--- config.mk ---
export PLATFORM = sky130hd
export DESIGN_NAME = mult_unsigned_seq
export DESIGN_NICKNAME = d
export VERILOG_FILES = /design/src/rtl/mult_pkg.sv /design/src/rtl/mult_mod3_residue.sv /design/src/rtl/mult_unsigned_seq.sv
export SDC_FILE = /design/constraint.sdc
export NUM_CORES = 1
export LEC_CHECK = 0
export BUFFER_PORTS_ARGS = -buffer_cell sky130_fd_sc_hd__buf_2
export CAP_MARGIN = 15
export CORE_UTILIZATION = 28
export CTS_BUF_LIST = sky130_fd_sc_hd__clkbuf_8 sky130_fd_sc_hd__clkbuf_16
export DETAILED_ROUTE_END_ITERATION = 8
export REMOVE_ABC_BUFFERS = 1
export SYNTH_ARGS = -nofsm -noshare
export SYNTH_HDL_FRONTEND = slang
export SYNTH_HIERARCHICAL = 1
export SYNTH_SLANG_ARGS = --single-unit
--- constraint.sdc ---
create_clock -name clk -period 5.2 [get_ports clk]
set_input_delay 0.26 -clock clk [delete_from_list [all_inputs] [get_ports clk]]
set_output_delay 0.26 -clock clk [all_outputs]
set_load 0.01 [all_outputs]
--- src/rtl/mult_pkg.sv ---
// -----------------------------------------------------------------------------
// mult_pkg
// Shared declarations for the sequential unsigned multiplier:
//   - mult_state_t : control FSM states (IDLE, BUSY, DONE)
//   - cnt_width()  : width of the iteration counter for a given operand width
//   - mod3()       : modulo-3 residue of an unsigned value up to 64 bits wide
// The residue helper is only used when MULT_RESIDUE_CHECK_EN is defined.
// -----------------------------------------------------------------------------
package mult_pkg;

    typedef enum logic [1:0] {
        IDLE = 2'd0,
        BUSY = 2'd1,
        DONE = 2'd2
    } mult_state_t;

    // The counter has to reach WIDTH itself, hence WIDTH+1 distinct values.
    function automatic int cnt_width(input int w);
        return $clog2(w + 1);
    endfunction

    // 4 == 1 (mod 3), so the residue is the sum of base-4 digits reduced mod 3.
    // Narrower values are zero-extended by the caller.
    function automatic logic [1:0] mod3(input logic [63:0] val);
        logic [2:0] acc;
        acc = 3'd0;
        for (int i = 0; i < 32; i++) begin
            acc = acc + {1'b0, val[2*i +: 2]};
            if (acc >= 3'd3) begin
                acc = acc - 3'd3;
            end else begin
                acc = acc;
            end
            if (acc >= 3'd3) begin
                acc = acc - 3'd3;
            end else begin
                acc = acc;
            end
        end
        return acc[1:0];
    endfunction

endpackage

--- src/rtl/mult_mod3_residue.sv ---
// -----------------------------------------------------------------------------
// mult_mod3_residue
// Combinational modulo-3 reduction of a W-bit unsigned value (W <= 64).
// Ports:
//   val_i [W-1:0]  value to reduce
//   res_o [1:0]    val_i mod 3
// Only compiled when MULT_RESIDUE_CHECK_EN is defined; the default build has
// no residue logic at all.
// -----------------------------------------------------------------------------
`ifdef MULT_RESIDUE_CHECK_EN
module mult_mod3_residue
    import mult_pkg::*;
#(
    parameter int W = 8
) (
    input  logic [W-1:0] val_i,
    output logic [1:0]   res_o
);

    assign res_o = mod3(64'(val_i));

endmodule
`endif

--- src/rtl/mult_unsigned_seq.sv ---
// -----------------------------------------------------------------------------
// mult_unsigned_seq
// Radix-2 shift-add unsigned multiplier, one partial product per cycle.
// Result appears exactly WIDTH cycles after the operands are accepted and is
// held until the consumer takes it.
//
// Parameters:
//   WIDTH      operand width (2..32); product is 2*WIDTH bits
// Ports:
//   clk        clock, all state on rising edge
//   rst        synchronous active-high reset
//   in_valid   operands presented            in_ready  block can accept
//   a, b       unsigned operands (WIDTH)
//   out_valid  product valid                 out_ready consumer accepts
//   p          a*b (2*WIDTH), zero while not valid
//   res_err    residue mismatch, qualified by out_valid
//              (only with MULT_RESIDUE_CHECK_EN defined)
// Configuration macro: MULT_RESIDUE_CHECK_EN enables the mod-3 residue checker.
// -----------------------------------------------------------------------------
module mult_unsigned_seq
    import mult_pkg::*;
#(
    parameter int WIDTH = 4
) (
    input  logic               clk,
    input  logic               rst,
    input  logic               in_valid,
    output logic               in_ready,
    input  logic [WIDTH-1:0]   a,
    input  logic [WIDTH-1:0]   b,
    output logic               out_valid,
    input  logic               out_ready,
    output logic [2*WIDTH-1:0] p
`ifdef MULT_RESIDUE_CHECK_EN
    ,
    output logic               res_err
`endif
);

    localparam int                PW       = 2 * WIDTH;
    localparam int                CNT_W    = cnt_width(WIDTH);
    localparam logic [CNT_W-1:0]  LAST_CNT = CNT_W'(WIDTH - 1);

    mult_state_t      state_q, state_d;
    logic [WIDTH-1:0] mcand_q, mcand_d;
    logic [WIDTH-1:0] mplier_q, mplier_d;
    logic [PW-1:0]    acc_q, acc_d;
    logic [CNT_W-1:0] cnt_q, cnt_d;

    logic             accept_s;
    logic             handshake_s;
    logic             last_iter_s;
    logic [PW-1:0]    addend_s;

    assign accept_s    = in_valid && (state_q == IDLE);
    assign handshake_s = out_ready && (state_q == DONE);
    assign last_iter_s = (state_q == BUSY) && (cnt_q == LAST_CNT);
    // Multiplicand aligned to the weight of the current multiplier bit.
    assign addend_s    = PW'(mcand_q) << cnt_q;

    // State register: synchronous reset drops any in-flight operation.
    always_ff @(posedge clk) begin
        if (rst) begin
            state_q <= IDLE;
        end else begin
            state_q <= state_d;
        end
    end

    // Next-state logic: no early exit, BUSY always runs WIDTH iterations.
    always_comb begin
        state_d = state_q;
        case (state_q)
            IDLE: begin
                if (accept_s) begin
                    state_d = BUSY;
                end else begin
                    state_d = IDLE;
                end
            end
            BUSY: begin
                if (cnt_q == LAST_CNT) begin
                    state_d = DONE;
                end else begin
                    state_d = BUSY;
                end
            end
            DONE: begin
                if (handshake_s) begin
                    state_d = IDLE;
                end else begin
                    state_d = DONE;
                end
            end
            default: begin
                state_d = IDLE;
            end
        endcase
    end

    // Output decode: in_ready only in IDLE, so DONE never accepts same-cycle.
    always_comb begin
        in_ready  = 1'b0;
        out_valid = 1'b0;
        p         = {PW{1'b0}};
        case (state_q)
            IDLE: begin
                in_ready = 1'b1;
            end
            DONE: begin
                out_valid = 1'b1;
                p         = acc_q;
            end
            default: begin
                in_ready  = 1'b0;
                out_valid = 1'b0;
            end
        endcase
    end

    // Datapath next state: load on accept, one shift-add step per BUSY cycle.
    always_comb begin
        mcand_d  = mcand_q;
        mplier_d = mplier_q;
        acc_d    = acc_q;
        cnt_d    = cnt_q;
        case (state_q)
            IDLE: begin
                if (accept_s) begin
                    mcand_d  = a;
                    mplier_d = b;
                    acc_d    = {PW{1'b0}};
                    cnt_d    = {CNT_W{1'b0}};
                end else begin
                    mcand_d  = mcand_q;
                end
            end
            BUSY: begin
                if (mplier_q[0]) begin
                    acc_d = acc_q + addend_s;
                end else begin
                    acc_d = acc_q;
                end
                mplier_d = mplier_q >> 1;
                cnt_d    = cnt_q + CNT_W'(1);
            end
            default: begin
                acc_d = acc_q;
            end
        endcase
    end

    // Datapath registers.
    always_ff @(posedge clk) begin
        if (rst) begin
            mcand_q  <= {WIDTH{1'b0}};
            mplier_q <= {WIDTH{1'b0}};
            acc_q    <= {PW{1'b0}};
            cnt_q    <= {CNT_W{1'b0}};
        end else begin
            mcand_q  <= mcand_d;
            mplier_q <= mplier_d;
            acc_q    <= acc_d;
            cnt_q    <= cnt_d;
        end
    end

`ifdef MULT_RESIDUE_CHECK_EN
    logic [1:0] ra_q, ra_d;
    logic [1:0] rb_q, rb_d;
    logic       res_err_q, res_err_d;
    logic [1:0] ra_s, rb_s, rp_s;
    logic [3:0] rab_s;

    mult_mod3_residue #(.W(WIDTH)) u_res_a (.val_i(a),     .res_o(ra_s));
    mult_mod3_residue #(.W(WIDTH)) u_res_b (.val_i(b),     .res_o(rb_s));
    // Checks the value about to be written into the accumulator on entry to DONE.
    mult_mod3_residue #(.W(PW))    u_res_p (.val_i(acc_d), .res_o(rp_s));

    assign rab_s = {2'b00, ra_q} * {2'b00, rb_q};

    // Residue next state: capture operand residues, compare on entry to DONE.
    always_comb begin
        ra_d      = ra_q;
        rb_d      = rb_q;
        res_err_d = res_err_q;
        if (accept_s) begin
            ra_d      = ra_s;
            rb_d      = rb_s;
            res_err_d = 1'b0;
        end else if (last_iter_s) begin
            res_err_d = (mod3(64'(rab_s)) != rp_s);
        end else if (handshake_s) begin
            res_err_d = 1'b0;
        end else begin
            res_err_d = res_err_q;
        end
    end

    // Residue registers.
    always_ff @(posedge clk) begin
        if (rst) begin
            ra_q      <= 2'd0;
            rb_q      <= 2'd0;
            res_err_q <= 1'b0;
        end else begin
            ra_q      <= ra_d;
            rb_q      <= rb_d;
            res_err_q <= res_err_d;
        end
    end

    assign res_err = res_err_q;
`else
    logic unused_last_iter_s;
    assign unused_last_iter_s = last_iter_s;
`endif

endmodule

# After elaboration in Yosys (flattened, before gate mapping)
# Cells that the tools add are included.
[classes] addsub=2 eq_ne=5 shift=1 n_mux=14 n_reduce_logical=7
[ops] cell="8-bit 2-to-1 mux" n=3
[ops] cell="8-bit case mux with 2 select lines" n=1
[ops] cell="8-bit adder" n=1
[ops] cell="4-bit case mux with 2 select lines" n=1
[ops] cell="4-bit by 3-bit left shift with 8-bit output" n=1
[ops] cell="2-bit case mux with 3 select lines" n=1
[ops] cell="3-bit case mux with 2 select lines" n=1
[ops] cell="2-bit 2-to-1 mux" n=2
[ops] cell="4-bit 2-to-1 mux" n=1
[ops] cell="2-bit inequality test (second input constant)" n=2
[ops] cell="2-bit AND reduction" n=2
[ops] cell="3-bit by 1-bit adder with 3-bit output (second input constant)" n=1
[ops] cell="3-bit by 2-bit == test with 1-bit output (second input constant)" n=1
[ops] cell="1-bit 2-to-1 mux" n=3
[ops] cell="3-bit 2-to-1 mux" n=1
[ops] cell="3-bit AND reduction" n=1
[ops] cell="2-bit by 1-bit == test with 1-bit output (second input constant)" n=1
[ops] cell="2-bit == test (second input constant)" n=1
[ops] cell="1-bit logical AND" n=2
[ops] cell="2-bit logical NOT" n=1
[ops] cell="2-bit nonzero test" n=1
[totals] reg_bits=21 in_bits=12 output_inout_bits=10

# Longest topological paths before layout
# Gate-level depths: netlist of run 1.
[logic_depth] depth_word=4 depth_mapped=11 ltp_nobuf=10

# Least setup slack after synthesis of run 1
# Ideal clock, no wire load.
[synth_timing] path_type="reg2reg" startpoint="register cnt_q[1]" endpoint="register acc_q[7]" setup_time_ns=0.123 arrival_time_ns=2.366 required_time_ns=5.077 slack_ns=2.711 stages_incl_launch_ff=9 synth_period_minus_slack_ns=2.489 path_cell_list="dfxtp_1 > mux4_2 > and2_2 > ha_1 > nand2_1 > a211oi_1 > or3_1 > a21oi_2 > mux2_1"
[synth_between] elab_chain_cells=4
[synth_lines] item="from (decl)" line="mult_unsigned_seq.sv:48" text="logic [CNT_W-1:0] cnt_q, cnt_d;"
[synth_lines] item="from (signal assigned)" line="mult_unsigned_seq.sv:159" text="cnt_q <= {CNT_W{1'b0}};"
[synth_lines] item="from (signal assigned)" line="mult_unsigned_seq.sv:164" text="cnt_q <= cnt_d;"
[synth_lines] item="4-bit by 3-bit left shift with 8-bit output" line="mult_unsigned_seq.sv:59" text="assign addend_s = PW'(mcand_q) << cnt_q;"
[synth_lines] item="8-bit adder" line="mult_unsigned_seq.sv:140" text="acc_d = acc_q + addend_s;"
[synth_lines] item="8-bit 2-to-1 mux" line="mult_unsigned_seq.sv:139" text="if (mplier_q[0]) begin"
[synth_lines] item="8-bit case mux with 2 select lines" line="mult_unsigned_seq.sv:127" text="case (state_q)"
[synth_lines] item="to (signal assigned)" line="mult_unsigned_seq.sv:158" text="acc_q <= {PW{1'b0}};"
[synth_lines] item="to (decl)" line="mult_unsigned_seq.sv:47" text="logic [PW-1:0] acc_q, acc_d;"
# Every way passes these cells. The select of a mux whose other input is x is not followed.
# A chain may end at the register's enable or synchronous reset.

# Final worst setup path of run 1
[layout_timing] startpoint="register cnt_q[0]" endpoint="register acc_q[7]"
# Same word-level chain as after synthesis.

==> impl_metrics.env, run 1 <==
export IMPL_drtIter0Drc=36
export IMPL_place_inst=224
export IMPL_drv_cap=0
export IMPL_ioPinCount=22
export IMPL_clkSlewWorstSetupHoldPaths_ps=80
export IMPL_grt_usage_pct=11.74
export IMPL_dp_hpwl_um=2022
export IMPL_detailed_place_area_mm2=0.001410
export IMPL_status="finished, final reports clean"
export IMPL_min_path_type="input pin to register"
export IMPL_avgRoutedWirePerCell_um=11.67
export IMPL_cts_root_buf="clkbuf_8"
export IMPL_dr_pass1_iters=4
export IMPL_hp_start="a[2]"
export IMPL_irDropWorstVdd_mv=0.1316
export IMPL_clkPwrFrac_pct=33.4
export IMPL_utilization_pct=32.99
export IMPL_clock_latency_ps=260
export IMPL_first_global_vias=1026
export IMPL_coreArea_mm2=0.004414
export IMPL_slew_limit_headroom_pct=60.91
export IMPL_synthCells=159
export IMPL_fin_nets=199
export IMPL_syn_area_mm2=0.001299
export IMPL_crit_path_max_incr_delay_ps=540
export IMPL_grt_pass1_wl_um=4643
export IMPL_rows=24
export IMPL_cp_end_kind="register"
export IMPL_combPwrFrac_pct=12.8
export IMPL_timing_rr_start="cnt_q[0]$_SDFFE_PP0P_"
export IMPL_syn_to_final_growth_pct=12.14
export IMPL_drc=0
export IMPL_tightest_slew_ps=585.2
export IMPL_ant_nets=0
export IMPL_crit_top_cell="mux2i_1"
export IMPL_crit_arrival_ps=2900
export IMPL_gr_total_overflow=0
export IMPL_worst_setup_path_start_kind="register"
export IMPL_worstRegToRegCells=9
export IMPL_design_power_total_uw=320.5
export IMPL_final_max_slew_violation_count=0
export IMPL_die_width_um=70.11
export IMPL_cts_resized=0
export IMPL_cp_required_ps=5350
export IMPL_setup_viol=0
export IMPL_switching_share_pct=26.27
export IMPL_rsz0062_at_grt="no"
export IMPL_syn_area_per_cell_um2=8.168
export IMPL_numCtsBuffers=3
export IMPL_cp_slowest_cell="dfxtp_1"
export IMPL_p_seq_share_pct=53.7
export IMPL_antenna_found_initial=0
export IMPL_timing_rr_end="acc_q[7]$_SDFFE_PP0P_"
export IMPL_fill_cells=480
export IMPL_fin_tns_setup_ps=0
export IMPL_port_buffers=21
export IMPL_synth_ff_latch_count=21
export IMPL_grt_max_degree=25
export IMPL_clockBufferDepth=2
export IMPL_gp_congestion=0.8016
export IMPL_power_switching_uw=84.21
export IMPL_htreeDepth=1
export IMPL_fin_cells=228
export IMPL_fmax_ghz=0.3635
export IMPL_initial_core_util_pct=29.42
export IMPL_pwr_density_cell_mw_per_mm2=220.1
export IMPL_worstPathMaxFanout=10
export IMPL_die_h_um=70.11
export IMPL_cts_hold_buffers=0
export IMPL_p_leak_nw=0.6340
export IMPL_die_area_mm2=0.004915
export IMPL_viasPerCell=4.895
export IMPL_synth_seq_area_share_pct=32.37
export IMPL_fin_crit_sh_pct=52.91
export IMPL_synth_cell_types=36
export IMPL_seqCellArea_um2=420.4
export IMPL_min_to="mcand_q[2]$_SDFFE_PP0P_"
export IMPL_r2r_slack_ps=2450
export IMPL_yosysWarnings=6
export IMPL_finalCriticalPeriod_ps=2751
export IMPL_cts_sinks=21
export IMPL_fin_area_mm2=0.001456
export IMPL_cts_tree="yes"
export IMPL_internal_power_uw=236.3
export IMPL_vias=1116
export IMPL_min_path_cells=3
export IMPL_multiInputGateArea_um2=804.5
export IMPL_post_cts_buffers=0
export IMPL_crit_type="register to register"
export IMPL_drive_gt1_share_pct=16.48
export IMPL_totalWireLength_um=2660
export IMPL_clock_skew_ps=4.371
export IMPL_insertedDiodeCount=0
export IMPL_hold_violations=0
export IMPL_cp_cell_sequence="mux2i_1 > mux2i_1 > and2_1 > ha_1 > a21oi_1 > a211oi_1 > or3_1 > a21oi_2 > mux2_1"
==> cell usage in the layout, fill, tap and decap left out, drive strengths merged, types with 4 or more instances in the layout <==
cell type / synthesis / routed
a21oi: 16 / 16
a22oi: 9 / 9
and2: 12 / 12
buf: 3 / 21
dfxtp: 21 / 21
ha: 9 / 9
inv: 4 / 4
nand2: 24 / 24
nand3: 4 / 4
nor2: 17 / 17
==> flip-flops by register name, summed over array words and instances, names as in the netlist <==
register and flops:
acc_q 8, cnt_q 3, state_q 2, mplier_q 4, mcand_q 4
==> kinds of logic (layout without fill, tap and decap cells) <==
logic type	after synthesis	in the layout	share of synthesized area (%)
adder cells (fa/ha/maj)	10	10	10.21
XOR/XNOR	5	5	3.372
AO/OA/AOI/OAI	38	38	18.50
buffers and inverters	12	29	5.683
AND/OR/NAND/NOR	67	67	24.09
flip-flops	21	21	32.37
multiplexers	6	6	5.780
==> worst max-delay path by stage <==
stage                                       end  cells after the start  slack (ps)                  start
after floorplan           acc_q[7]$_SDFFE_PP0P_                      9        2670  cnt_q[0]$_SDFFE_PP0P_
after global placement    acc_q[7]$_SDFFE_PP0P_                      9        2560  cnt_q[0]$_SDFFE_PP0P_
after detailed placement  acc_q[7]$_SDFFE_PP0P_                      9        2460  cnt_q[0]$_SDFFE_PP0P_
after CTS                 acc_q[7]$_SDFFE_PP0P_                      9        2460  cnt_q[0]$_SDFFE_PP0P_
after global routing      acc_q[7]$_SDFFE_PP0P_                     10        2270  cnt_q[0]$_SDFFE_PP0P_
final                     acc_q[7]$_SDFFE_PP0P_                      9        2450  cnt_q[0]$_SDFFE_PP0P_
==> metrics by stage <==
step | worst slack, ps | hold WS (ps)
4_1_cts | 2461 | 223.1
5_1_grt | 2273 | 230.3
6_report | 2449 | 231.3
3_5_place_dp | 2464 | 446.2
3_3_place_gp | 2562 | 442.7
2_1_floorplan | 2671 | 329.1
==> final cells by class <==
class	instances	share of cell area [%]
Clock buffer	3	2.835
Clock inverter	1	0.3436
Inverter	4	1.031
Multi-Input combinational cell	126	55.24
Sequential cell	21	28.87
Tap cell	52	4.467
Timing Repair Buffer	21	7.216
==> critical path, delay by kind of cell, from the launching register on <==
kind	cells	cell delay [ps]
muxes	3	750
and+or+nand+nor	2	560
DFF	1	540
AOI/OAI and AO/OA	3	480
adders and majority gates	1	320
==> power by group through the flow <==
stage | logic (mW) | registers [mW] | clock network [mW]
after floorplan | 0.0276 | 0.175 | 0
after global placement | 0.0413 | 0.176 | 0
after detailed placement | 0.0416 | 0.176 | 0
after CTS | 0.0417 | 0.172 | 0.111
after global routing | 0.0463 | 0.173 | 0.119
final | 0.0411 | 0.172 | 0.107
==> cells in the mapped netlist, drive strengths merged <==
library cell  count  area share, %
a211oi            1           0.58
a21o              2            1.2
a21oi            16            6.5
a22oi             9            5.2
a31oi             2           0.96
a32o              1           0.77
and2             12            5.9
buf               3            2.3
clkbuf            5            2.2
dfxtp            21             32
fa                1            1.5
ha                9            8.7
inv               4            1.2
mux2              2            1.7
mux2i             3            2.3
mux4              1            1.7
nand2            24            6.9
nand2b            3            1.4
nand3             4            1.5
nand3b            1           0.58
nor2             17            4.9
nor2b             2           0.96
nor3              2           0.77
nor3b             1           0.58
o211ai            1           0.58
o21ai             3            1.2
o22ai             1           0.48
o31ai             2            1.2
or3               1           0.48
xnor2             3            2.0
xor2              2            1.3
==> routing by layer <==
layer / up-vias / share of wire [%] / GRT usage, % / wire length [um]
met1: 507 / 50 / 15.60 / 1330
met5: - / 0 / 0 / 0
met2: 20 / 46 / 18.70 / 1220
li1: 587 / - / - / -
met4: 0 / 0.79 / 3.333 / 21
met3: 2 / 3.3 / 3.030 / 87
No activity file was read; power rests on OpenSTA's default activity.
==> run 2: changes to the inputs <==
Clock period 5.2 ns to 2.7 ns, I/O delays scaled along.
==> run 2 against run 1 <==
  * First-iteration DRC count increased by 47%
  * Die area unchanged
  * Cell count increased by 1.8%
  * Hold slack got worse by 130 ps
  * Clock skew decreased by 1.6 ps
  * Sequential share of layout area decreased by 0.70 points
  * Power increased by 95%
  * Non-clock buffer count increased by 4
  * Clock-buffer cell count unchanged
==> impl_metrics.env, run 2 (synthesis results as in run 1) <==
export IMPL_status="finished, final reports clean"
export IMPL_cp_required_ps=2850
export IMPL_clkPwrFrac_pct=33.2
export IMPL_fin_area_mm2=0.001501
export IMPL_grt_max_degree=25
export IMPL_cts_tree="yes"
export IMPL_clock_latency_ps=260
export IMPL_largest_register_ffs=8
export IMPL_utilization_pct=34.01
export IMPL_tightest_slew_ps=524.7
export IMPL_fmax_ghz=0.3946
export IMPL_die_h_um=70.11
export IMPL_totalWireLength_um=2777
export IMPL_critPathTopFamily="multiplexers"
export IMPL_cts_sinks=21
export IMPL_clkSlewWorstSetupHoldPaths_ps=80
export IMPL_vias=1146
export IMPL_power_switching_uw=164.8
export IMPL_fin_nets=203
export IMPL_grt_usage_pct=11.89
export IMPL_avgRoutedWirePerCell_um=11.97
export IMPL_pwr_density_cell_mw_per_mm2=416.1
export IMPL_coreArea_mm2=0.004414
export IMPL_clockBufferDepth=2
export IMPL_finalCriticalPeriod_ps=2534
export IMPL_post_cts_buffers=0
export IMPL_crit_arrival_ps=2690
export IMPL_final_common_cell="nand2_1"
export IMPL_drc=0
export IMPL_worst_setup_path_start_kind="register"
export IMPL_hold_violations=0
export IMPL_gr_total_overflow=0
export IMPL_rows=24
export IMPL_combPwrFrac_pct=13.9
export IMPL_clock_skew_ps=2.765
export IMPL_crit_type="register to register"
export IMPL_setup_viol=0
export IMPL_fin_tns_setup_ps=0
export IMPL_final_cell_mix="24 x nand2_1, 21 x buf_2, 19 x dfxtp_1"
export IMPL_insertedDiodeCount=0
export IMPL_antenna_found_initial=0
export IMPL_ioPinCount=22
export IMPL_ant_nets=0
export IMPL_cp_num_buf_inv=0
export IMPL_grt_pass1_wl_um=4705
export IMPL_drv_cap=0
export IMPL_internal_power_uw=459.8
export IMPL_cts_hold_buffers=0
export IMPL_htreeDepth=1
export IMPL_detailed_place_area_mm2=0.001440
export IMPL_crit_path_max_incr_delay_ps=510
export IMPL_fill_cells=469
export IMPL_rsz0062_at_grt="no"
export IMPL_reg_top3="acc_q (8), mcand_q (4), mplier_q (4)"
export IMPL_die_width_um=70.11
export IMPL_cp_end_kind="register"
export IMPL_viasPerCell=4.940
export IMPL_dr_pass1_iters=4
export IMPL_min_path_type="input pin to register"
export IMPL_slew_limit_headroom_pct=64.95
export IMPL_regMostFlops="acc_q"
export IMPL_syn_to_final_growth_pct=15.61
export IMPL_fin_crit_sh_pct=93.86
export IMPL_switching_share_pct=26.39
export IMPL_irDropWorstVdd_mv=0.2748
export IMPL_worstPathMaxFanout=6
export IMPL_cp_cell_sequence="mux4_2 > and2_2 > ha_1 > nand2_1 > a211oi_2 > or3_1 > a21oi_2 > mux2_1"
export IMPL_cts_root_buf="clkbuf_8"
export IMPL_p_seq_share_pct=52.9
export IMPL_first_global_vias=1037
export IMPL_gp_congestion=0.7559
export IMPL_initial_core_util_pct=29.42
export IMPL_drive_gt1_share_pct=21.11
export IMPL_drtIter0Drc=53
export IMPL_final_max_slew_violation_count=0
export IMPL_cp_slowest_cell="mux4_2"
export IMPL_dp_hpwl_um=2062
export IMPL_port_buffers=21
export IMPL_p_leak_nw=0.6561
export IMPL_numCtsBuffers=3
export IMPL_cts_resized=0
export IMPL_die_area_mm2=0.004915
## run 2: area by class of cell
type	instances	area, um^2	share of cell area [%]
clock inverter	1	5.005	0.3333
clock buffer	3	41.29	2.750
sequential	21	422.9	28.17
tap	52	65.06	4.333
timing repair buffer	25	135.1	9.000
inverter	4	15.01	1.000
multi-input combinational	126	817.0	54.42
## run 2: path summary, 6_finish.rpt
kind / cells after the start / slack, ps / startpoint / to
worst max-delay path: 8 / 170 / cnt_q[1]$_SDFFE_PP0P_ / acc_q[7]$_SDFFE_PP0P_
worst min-delay path: 3 / 100 / b[3] / mplier_q[3]$_SDFFE_PP0P_
worst max register to register: 8 / 170 / cnt_q[1]$_SDFFE_PP0P_ / acc_q[7]$_SDFFE_PP0P_
worst min register to register: 2 / 460 / mplier_q[1]$_SDFFE_PP0P_ / mplier_q[1]$_SDFFE_PP0P_
## run 2: worst min-delay path, delay by kind of cell
kind | cells | cell delay (ps)
AO/OA/AOI/OAI | 1 | 50
buffers and inverters | 1 | 90
AND/OR/NAND/NOR | 1 | 40
## run 2: through the flow
step           cells  hold WS (ps)  power, mW  worst slack [ps]
3_5_place_dp     228         380.1     0.4244             112.7
4_1_cts          232         95.67     0.6320             93.04
6_report         232         100.7     0.6247             165.7
5_1_grt          232         90.65     0.6641             33.74
3_3_place_gp     228         375.4     0.4246             158.3
2_1_floorplan    151         204.1     0.3898             170.9
## run 2: power by group through the flow
stage / Clock, mW / Combinational, mW / Sequential, mW
2_1_floorplan: 0 / 0.0531 / 0.337
3_3_place_gp: 0 / 0.0874 / 0.337
3_5_place_dp: 0 / 0.0870 / 0.337
4_1_cts: 0.215 / 0.0873 / 0.330
5_1_grt: 0.233 / 0.0990 / 0.332
6_report: 0.208 / 0.0868 / 0.330
## run 2: metal layers
metal / up-vias / wire length [um] / global-route usage [%]
li1: 596 / - / -
met4: 0 / 21 / 2.667
met3: 5 / 131 / 3.463
met1: 511 / 1351 / 15.60
met2: 34 / 1273 / 19.23
met5: - / 0 / 0
